**src/rtl/bus_arbiter_rr_if.sv**
```systemverilog
`default_nettype none
// ============================================================================
//  Module      : bus_arbiter_rr_if
//  Description : Request/grant bundle between the requesters and the
//                round-robin arbiter.
//                master = requester side, slave = arbiter side.
//  Revision    : 1.0 - initial release
// ============================================================================
interface bus_arbiter_rr_if #(
   parameter int N_REQ = 16,
   parameter int IDX_W = 4
);
   logic [N_REQ-1:0] req;
   logic [N_REQ-1:0] gnt;
   logic [IDX_W-1:0] gnt_idx;
   logic             gnt_valid;
   logic             timeout;

   modport master (
      output req,
      input  gnt, gnt_idx, gnt_valid, timeout
   );

   modport slave (
      input  req,
      output gnt, gnt_idx, gnt_valid, timeout
   );
endinterface
`default_nettype wire

```
**src/rtl/bus_arbiter_rr.sv**
```systemverilog
`default_nettype none
// ============================================================================
//  Module      : bus_arbiter_rr
//  Description : Round-robin arbiter for one shared resource. The owner keeps
//                the grant until it drops its request or the hold limit is
//                reached. An idle turnaround cycle always separates grants.
//  Revision    : 1.0 - initial release
// ============================================================================
module bus_arbiter_rr #(
   parameter int N_REQ    = 16,
   parameter int IDX_W    = 4,
   parameter int MAX_HOLD = 8
) (
   input  logic            clk,
   input  logic            rst,
   bus_arbiter_rr_if.slave bus
);

   localparam logic [0:0] ST_IDLE = 1'b0;
   localparam logic [0:0] ST_OWN  = 1'b1;

   // A counter wide enough to reach MAX_HOLD-1, never narrower than one bit
   localparam int              HC_W      = (MAX_HOLD > 1) ? $clog2(MAX_HOLD) : 1;
   localparam logic [HC_W-1:0] HOLD_LAST = HC_W'(MAX_HOLD - 1);
   localparam logic [IDX_W-1:0] IDX_RST  = IDX_W'(N_REQ - 1);
   localparam logic [N_REQ-1:0] ONE_HOT0 = N_REQ'(1);

   logic [0:0]       state, state_nxt;
   logic [HC_W-1:0]  hold_cnt, hold_nxt;
   logic [IDX_W-1:0] idx_q, idx_nxt;
   logic [N_REQ-1:0] gnt_q, gnt_nxt;
   logic             timeout_q, timeout_nxt;

   logic [IDX_W-1:0] winner;
   logic             found;
   logic             owner_req;
   logic             hold_expired;

   // Rotating search that starts just after the last owner, so the last
   // owner is always considered last.
   always_comb begin
      int               cand;
      logic [IDX_W-1:0] cand_idx;
      found  = 1'b0;
      winner = idx_q;
      cand   = 0;
      cand_idx = '0;
      for (int k = 1; k <= N_REQ; k++) begin
         cand     = (int'(idx_q) + k) % N_REQ;
         cand_idx = IDX_W'(cand);
         if (!found && bus.req[cand_idx]) begin
            found  = 1'b1;
            winner = cand_idx;
         end
      end
   end

   assign owner_req    = bus.req[idx_q];
   assign hold_expired = (hold_cnt == HOLD_LAST);

   // State, hold counter, owner index and registered outputs
   always_ff @(posedge clk) begin
      if (rst) begin
         state     <= ST_IDLE;
         hold_cnt  <= '0;
         idx_q     <= IDX_RST;
         gnt_q     <= '0;
         timeout_q <= 1'b0;
      end else begin
         state     <= state_nxt;
         hold_cnt  <= hold_nxt;
         idx_q     <= idx_nxt;
         gnt_q     <= gnt_nxt;
         timeout_q <= timeout_nxt;
      end
   end

   // Next-state: grant on any request in IDLE, release on drop or hold limit
   always_comb begin
      state_nxt = state;
      hold_nxt  = hold_cnt;
      idx_nxt   = idx_q;
      case (state)
         ST_IDLE: begin
            if (found) begin
               state_nxt = ST_OWN;
               hold_nxt  = '0;
               idx_nxt   = winner;
            end
         end
         ST_OWN: begin
            if (!owner_req || hold_expired) begin
               state_nxt = ST_IDLE;
            end else begin
               hold_nxt = hold_cnt + 1'b1;
            end
         end
         default: state_nxt = ST_IDLE;
      endcase
   end

   // Output decode; a voluntary release takes precedence over the timeout
   always_comb begin
      gnt_nxt     = '0;
      timeout_nxt = 1'b0;
      case (state)
         ST_IDLE: begin
            if (found) begin
               gnt_nxt = ONE_HOT0 << winner;
            end
         end
         ST_OWN: begin
            if (owner_req && !hold_expired) begin
               gnt_nxt = gnt_q;
            end else if (owner_req) begin
               timeout_nxt = 1'b1;
            end
         end
         default: gnt_nxt = '0;
      endcase
   end

   assign bus.gnt       = gnt_q;
   assign bus.gnt_idx   = idx_q;
   assign bus.gnt_valid = |gnt_q;
   assign bus.timeout   = timeout_q;

endmodule
`default_nettype wire

```
**src/flat_wrapper.sv**
```systemverilog
// flat-port wrapper written by rule: the top's interface ports become plain ports
module bus_arbiter_rr_flat 
#(
   parameter int N_REQ    = 16,
   parameter int IDX_W    = 4,
   parameter int MAX_HOLD = 8
)
  (clk, rst, bus_req, bus_gnt, bus_gnt_idx, bus_gnt_valid, bus_timeout);
  bus_arbiter_rr_if #(.N_REQ(N_REQ), .IDX_W(IDX_W)) bus_i ();
  input  logic clk;
  input  logic rst;
  input wire logic [$bits(bus_i.req)-1:0] bus_req;
  output wire logic [$bits(bus_i.gnt)-1:0] bus_gnt;
  output wire logic [$bits(bus_i.gnt_idx)-1:0] bus_gnt_idx;
  output wire logic [$bits(bus_i.gnt_valid)-1:0] bus_gnt_valid;
  output wire logic [$bits(bus_i.timeout)-1:0] bus_timeout;
  assign bus_i.req = bus_req;
  assign bus_gnt = bus_i.gnt;
  assign bus_gnt_idx = bus_i.gnt_idx;
  assign bus_gnt_valid = bus_i.gnt_valid;
  assign bus_timeout = bus_i.timeout;
  bus_arbiter_rr #(.N_REQ(N_REQ), .IDX_W(IDX_W), .MAX_HOLD(MAX_HOLD)) u_core (.clk(clk), .rst(rst), .bus(bus_i));
endmodule
```
**config.mk**
```make
export PLATFORM = sky130hd
export DESIGN_NAME = bus_arbiter_rr_flat
export DESIGN_NICKNAME = d
export VERILOG_FILES = /design/src/rtl/bus_arbiter_rr_if.sv /design/src/rtl/bus_arbiter_rr.sv /design/src/flat_wrapper.sv
export SDC_FILE = /design/constraint.sdc
export NUM_CORES = 1
export LEC_CHECK = 0
export ABC_AREA = 0
export BUFFER_PORTS_ARGS = -buffer_cell sky130_fd_sc_hd__buf_2
export CORE_UTILIZATION = 30
export DETAILED_ROUTE_END_ITERATION = 16
export PLACE_DENSITY = 0.55
export SETUP_SLACK_MARGIN = 0.3
export SYNTH_ARGS = -nofsm -noshare
export SYNTH_HDL_FRONTEND = slang
export SYNTH_SLANG_ARGS = --single-unit
```
**constraint.sdc**
```tcl
create_clock -name clk -period 8.3 [get_ports clk]
set_input_delay 0.83 -clock clk [delete_from_list [all_inputs] [get_ports clk]]
set_output_delay 0.83 -clock clk [all_outputs]
set_load 0.005 [all_outputs]
```
After elaboration in Yosys (flattened, before gate mapping) --
Cells that the tools add are included.
Word-level totals: latch bits 0, RAM bits 0, logic and storage cells 159, register bits 25, bits in read-only memories 0, memories kept 0
Cells by class: add/subtract/negate cells 17, multiplexer cells 76, bitwise operators 1, eq/ne operators 4, shift-type cells 1, magnitude comparators 17, reductions and logical operators 38, $mul 0, divide/modulo/power cells 0
Operator list (number):
- $lt A4 B5 Y1 const B | 17
- $bmux W1 S4 | 17
- $mux W4 | 16
- $mux W1 | 36
- $add A4 B4 Y4 const B | 8
- $mux W16 | 2
- $pmux W16 S2 | 1
- $logic_not A1 Y1 | 17
- $add A4 B3 Y4 const B | 4
- $logic_and A1 B1 Y1 | 16
- $reduce_or A16 Y1 | 1
- $shl A1 B4 Y16 const A | 1
- $add A4 B1 Y4 const B | 2
- $add A4 B2 Y4 const B | 2
- $mux W3 | 2
- $pmux W3 S2 | 1
- $ne A2 B2 Y1 const B | 2
- $reduce_and A2 Y1 | 2
- $add A3 B1 Y3 const B | 1
- $eq A3 B3 Y1 const B | 1
- $reduce_or A3 Y1 | 1
- $ne A2 B1 Y1 const B | 1
- $pmux W1 S2 | 1
- $logic_or A1 B1 Y1 | 1
- $not A1 Y1 | 1

Depth between registers and ports, before layout --
depth after elaboration 52, gate-level depth with buffers 17

Worst setup path before layout --
Ideal clock, no wire load.
path type register to register, start point reg u_core.idx_q[1], in the netlist u_core.bus.gnt_idx[1], end point reg u_core.gnt_q[6], in the netlist u_core.bus.gnt[6], path buffers 5, stages on the path, launching flop included 17, arrival time 5.012 ns, required time 8.162 ns, period minus slack after synthesis 5.151 ns, setup slack 3.149 ns, cell sequence dfxtp_1 -> buf_2 -> clkbuf_1 -> inv_1 -> ha_1 -> buf_2 -> clkbuf_1 -> mux4_2 -> mux2_2 -> mux2_4 -> or3_1 -> buf_2 -> or4_4 -> nand4b_4 -> nor4bb_1 -> o22ai_2 -> o31ai_1
On the way: longest elaborated chain between the ends 52, elaborated cells on any way between the ends 117
Ends and longest elaborated chain:
- from (decl) | line bus_arbiter_rr.sv:30 | logic [IDX_W-1:0] idx_q, idx_nxt;
- from (signal assigned) | line bus_arbiter_rr.sv:72 | idx_q <= idx_nxt;
- $add A4 B1 Y4 | line bus_arbiter_rr.sv:49 | cand = (int'(idx_q) + k) % N_REQ;
- $bmux W1 S4 | line bus_arbiter_rr.sv:51 | if (!found && bus.req[cand_idx]) begin
- $mux W1 (not written as such) | line bus_arbiter_rr.sv:51
- $mux W1 | line bus_arbiter_rr.sv:51
- $logic_not A1 Y1 | line bus_arbiter_rr.sv:51
- $logic_and A1 B1 Y1 | line bus_arbiter_rr.sv:51
- $mux W1 | line bus_arbiter_rr.sv:51
- $logic_not A1 Y1 | line bus_arbiter_rr.sv:51
- [36 not listed]
- $logic_and A1 B1 Y1 | line bus_arbiter_rr.sv:51
- $mux W1 | line bus_arbiter_rr.sv:51
- $logic_not A1 Y1 | line bus_arbiter_rr.sv:51
- $logic_and A1 B1 Y1 | line bus_arbiter_rr.sv:51
- $mux W4 | line bus_arbiter_rr.sv:51
- $shl A1 B4 Y16 | line bus_arbiter_rr.sv:109 | gnt_nxt = ONE_HOT0 << winner;
- $mux W16 | line bus_arbiter_rr.sv:108 | if (found) begin
- $pmux W16 S2 | line bus_arbiter_rr.sv:106 | case (state)
- to (signal assigned) | line bus_arbiter_rr.sv:73 | gnt_q <= gnt_nxt;
- to (decl) | line bus_arbiter_rr.sv:31 | logic [N_REQ-1:0] gnt_q, gnt_nxt;
Several ways; a longest one is shown, not always the timed one. The select of a mux whose other input is x is not followed. A chain may end at the register's enable or synchronous reset.

Worst setup path in the final report --
start point reg u_core.idx_q[1], in the netlist u_core.bus.gnt_idx[1], end point reg u_core.gnt_q[4], in the netlist u_core.bus.gnt[4]
Same word-level chain as after synthesis.

==> summary.md <==
| Metric | Value |
|---|---|
| Clock sink total | 25 |
| Total gr overflow | 0 |
| CP max stage delay | about 1.1 ns |
| Detail Route Antenna Nets | 0 |
| Final Hold Violating Endpoints | 0 |
| Post-Syn Area | 3560 sq um |
| Die ar. | 12300 sq um |
| P&R area growth vs syn | 11.1% |
| Hold-fix buffers, CTS | 0 |
| Drt pass-1 iters | 5 |
| GPL Wtd Cong | 0.903 |
| Post-CTS Setup Bufs | 0 |
| Asr flop ratio synth | 0% |
| Worst Tran Pin Value | about 1.1 ns |
| CP endpoint kind | flop |
| EDFF count, synth | 0 |
| Nets@finish | 441 |
| Syn nets | 413 |
| Max Buffers Root-to-Sink | 2 |
| Die Wd | 111 microns |
| Most used DFF post-synth | dfxtp_1 |
| Die height | 111 microns |
| Seq/Total Area, Yosys | approximately 14% |
| WL final | between 10000 and 15000 microns |
| Root Buffer | clkbuf_16 |
| Total number of vias | 3442 |
| Crit path required time | 8.47 ns |
| Initial detailed-routing violation count | 214 |
| Row count | 39 |
| Core area | 11500 sq um |
| Yosys cell types | 72 |
| TritonCTS clock tree | done |
| Htree depth | 1 |
| Final setup fails | 0 |
| # IOs | 40 |
| Max-slew violations | 0 |
| DPL Wire Length | 8340 microns |
| Drt drc | 0 |
| Crit start category | flop |
| Crit-path slowest cell | ha_1 |
| Clock Pin Slew Worst Setup and Hold Paths | approximately 0.060 ns |
| YS warnings | 0 |
| Total negative slack | 0 ns |
| # diodes | 0 |
| Starting density of the core | roughly 31% |
| Total track usage | between 10% and 20% |
| Share of cells above drive strength 1 | between 20% and 30% |
| Synthesized flop and latch total | 25 |
| Crit path kind | flop to flop |
| Largest net degree at the start of global routing | 29 |
| Max Clock Freq | 186 MHz |
| Worst-path cell chain | buf_4 -> inv_1 -> ha_1 -> mux4_2 -> mux2_2 -> mux2_4 -> or3_1 -> nor2_2 -> a211o_1 -> nor4bb_1 -> o22ai_2 -> o31ai_1 |
| Slew margin rel. | about 28% |
| Tcrit/Tclk final | 64.8% |
| Initial antenna violation count | 0 |
| WP data arrival | 5.55 ns |
| CP top delay family | simple AND/OR/NAND/NOR gates |
| Synthesized netlist cell count | approximately 390 |
| Setup repair after global routing missed its margin | no |
| MaxCap Viol Count | 0 |
| Post-DR wirelength/cell | 19.6 microns |
| Crit path max fanout | 28 |
| Post-CTS Resized | 0 |
| Via/cell ratio | 6.20 |
| Status | completed |
| Avg Inst Size Synth | around 9 sq um |
| Worst skew pair latency | roughly 0.25 ns |
| Clock skew | 0.00387 ns |
| Vias in the first global route | 3224 |
| Commonest cells after routing, fill and taps aside | nand2_1 (39), buf_2 (39), mux4_2 (30), mux2i_1 (30), dfxtp_1 (25) |
| First-pass GRT wire length | 17600 microns |
| Crit path time final | 5.38 ns |
| WP buf/inv | 2 |
| IO buf count | 39 |
| Total CTS buffers | 3 |
| Worst hold path type | flop to flop |
==> cell type report <==
class / count / area (sq um)
well taps: 143 / 179
repair buffers: 46 / 248
flip-flops and latches: 25 / 500
inverters: 9 / 33.8
multi-input cells: 328 / 2920
fillers: 1200 / 7560
clock buffers: 4 / 78.8
==> final timing paths <==
| path | start | to | slack, ns | cells past startpoint |
|---|---|---|---|---|
| min | u_core.bus.gnt[9]$_SDFFE_PP0P_ | u_core.bus.gnt[9]$_SDFFE_PP0P_ | 0.48 | 2 |
| max | u_core.bus.gnt_idx[1]$_SDFFE_PP1P_ | u_core.bus.gnt[4]$_SDFFE_PP0P_ | 2.92 | 12 |
| max reg2reg | u_core.bus.gnt_idx[1]$_SDFFE_PP1P_ | u_core.bus.gnt[4]$_SDFFE_PP0P_ | 2.92 | 12 |
| min reg2reg | u_core.bus.gnt[9]$_SDFFE_PP0P_ | u_core.bus.gnt[9]$_SDFFE_PP0P_ | 0.48 | 2 |
==> synth_stat cells, types with 9 or more instances <==
cell      count  area (sq um)
a21oi_1      14          70.1
clkbuf_1     13          48.8
dfxtp_1      25           500
ha_1         10           125
mux2_2       17           191
mux2i_1      30           300
mux4_2       30           676
nand2_1      39           146
nor2_1       21          78.8
nor4_1        9          56.3
o31ai_1      20           150
==> worst register-to-register path, delay by kind of cell, from the launching register on <==
family,cells,cell delay (ns)
AO/OA/AOI/OAI,3,0.74
adder cells (fa/ha/maj),1,1.07
buffers and inverters,2,0.63
flip-flops,1,0.32
multiplexers,3,1.13
AND/OR/NAND/NOR,3,1.42
==> logic make-up after synthesis <==
kind of cell / count (synthesis) / synth area share, %
xor gates and xnor gates: 15 / 3.90
DFF: 25 / 14.0
and+or+nand+nor: 122 / 18.9
buffers and inverters: 32 / 4.04
muxes: 79 / 33.6
adders and majority gates: 10 / 3.51
AOI/OAI and AO/OA: 102 / 22.1
==> metrics by stage <==
stage / setup WS, ns / hold WS [ns] / utilization (%) / std cells / instance area [sq um]
2_1_floorplan: 3.15 / 0.464 / - / 385 / 3560
3_3_place_gp: 2.98 / 0.464 / 33.7 / 551 / 3880
3_5_place_dp: 2.93 / 0.467 / 33.7 / 551 / 3880
4_1_cts: 2.90 / 0.476 / 34.4 / 555 / 3960
5_1_grt: 2.47 / 0.486 / 34.4 / 555 / 3960
6_report: 2.92 / 0.478 / 34.4 / 555 / 3960
==> sequential cells by signal, indices dropped and copies added (netlist names) <==
name,cells
u_core.hold_cnt,3
u_core.bus.timeout,1
u_core.state,1
u_core.bus.gnt,16
u_core.bus.gnt_idx,4
==> per-layer routing <==
layer | wire (microns) | vias up | GRT usage (%) | share of wire (%)
met5 | 0 | - | 0 | 0
met4 | 282 | 0 | 4.38 | 2.6
met3 | 593 | 20 | 1.42 | 5.4
met2 | 5020 | 161 | 29.0 | 46
met1 | 4990 | 1663 | 24.7 | 46
li1 | - | 1598 | - | -
Power is not shown: default switching activity piles up to over one toggle a cycle in this logic, so the estimate is an artifact.
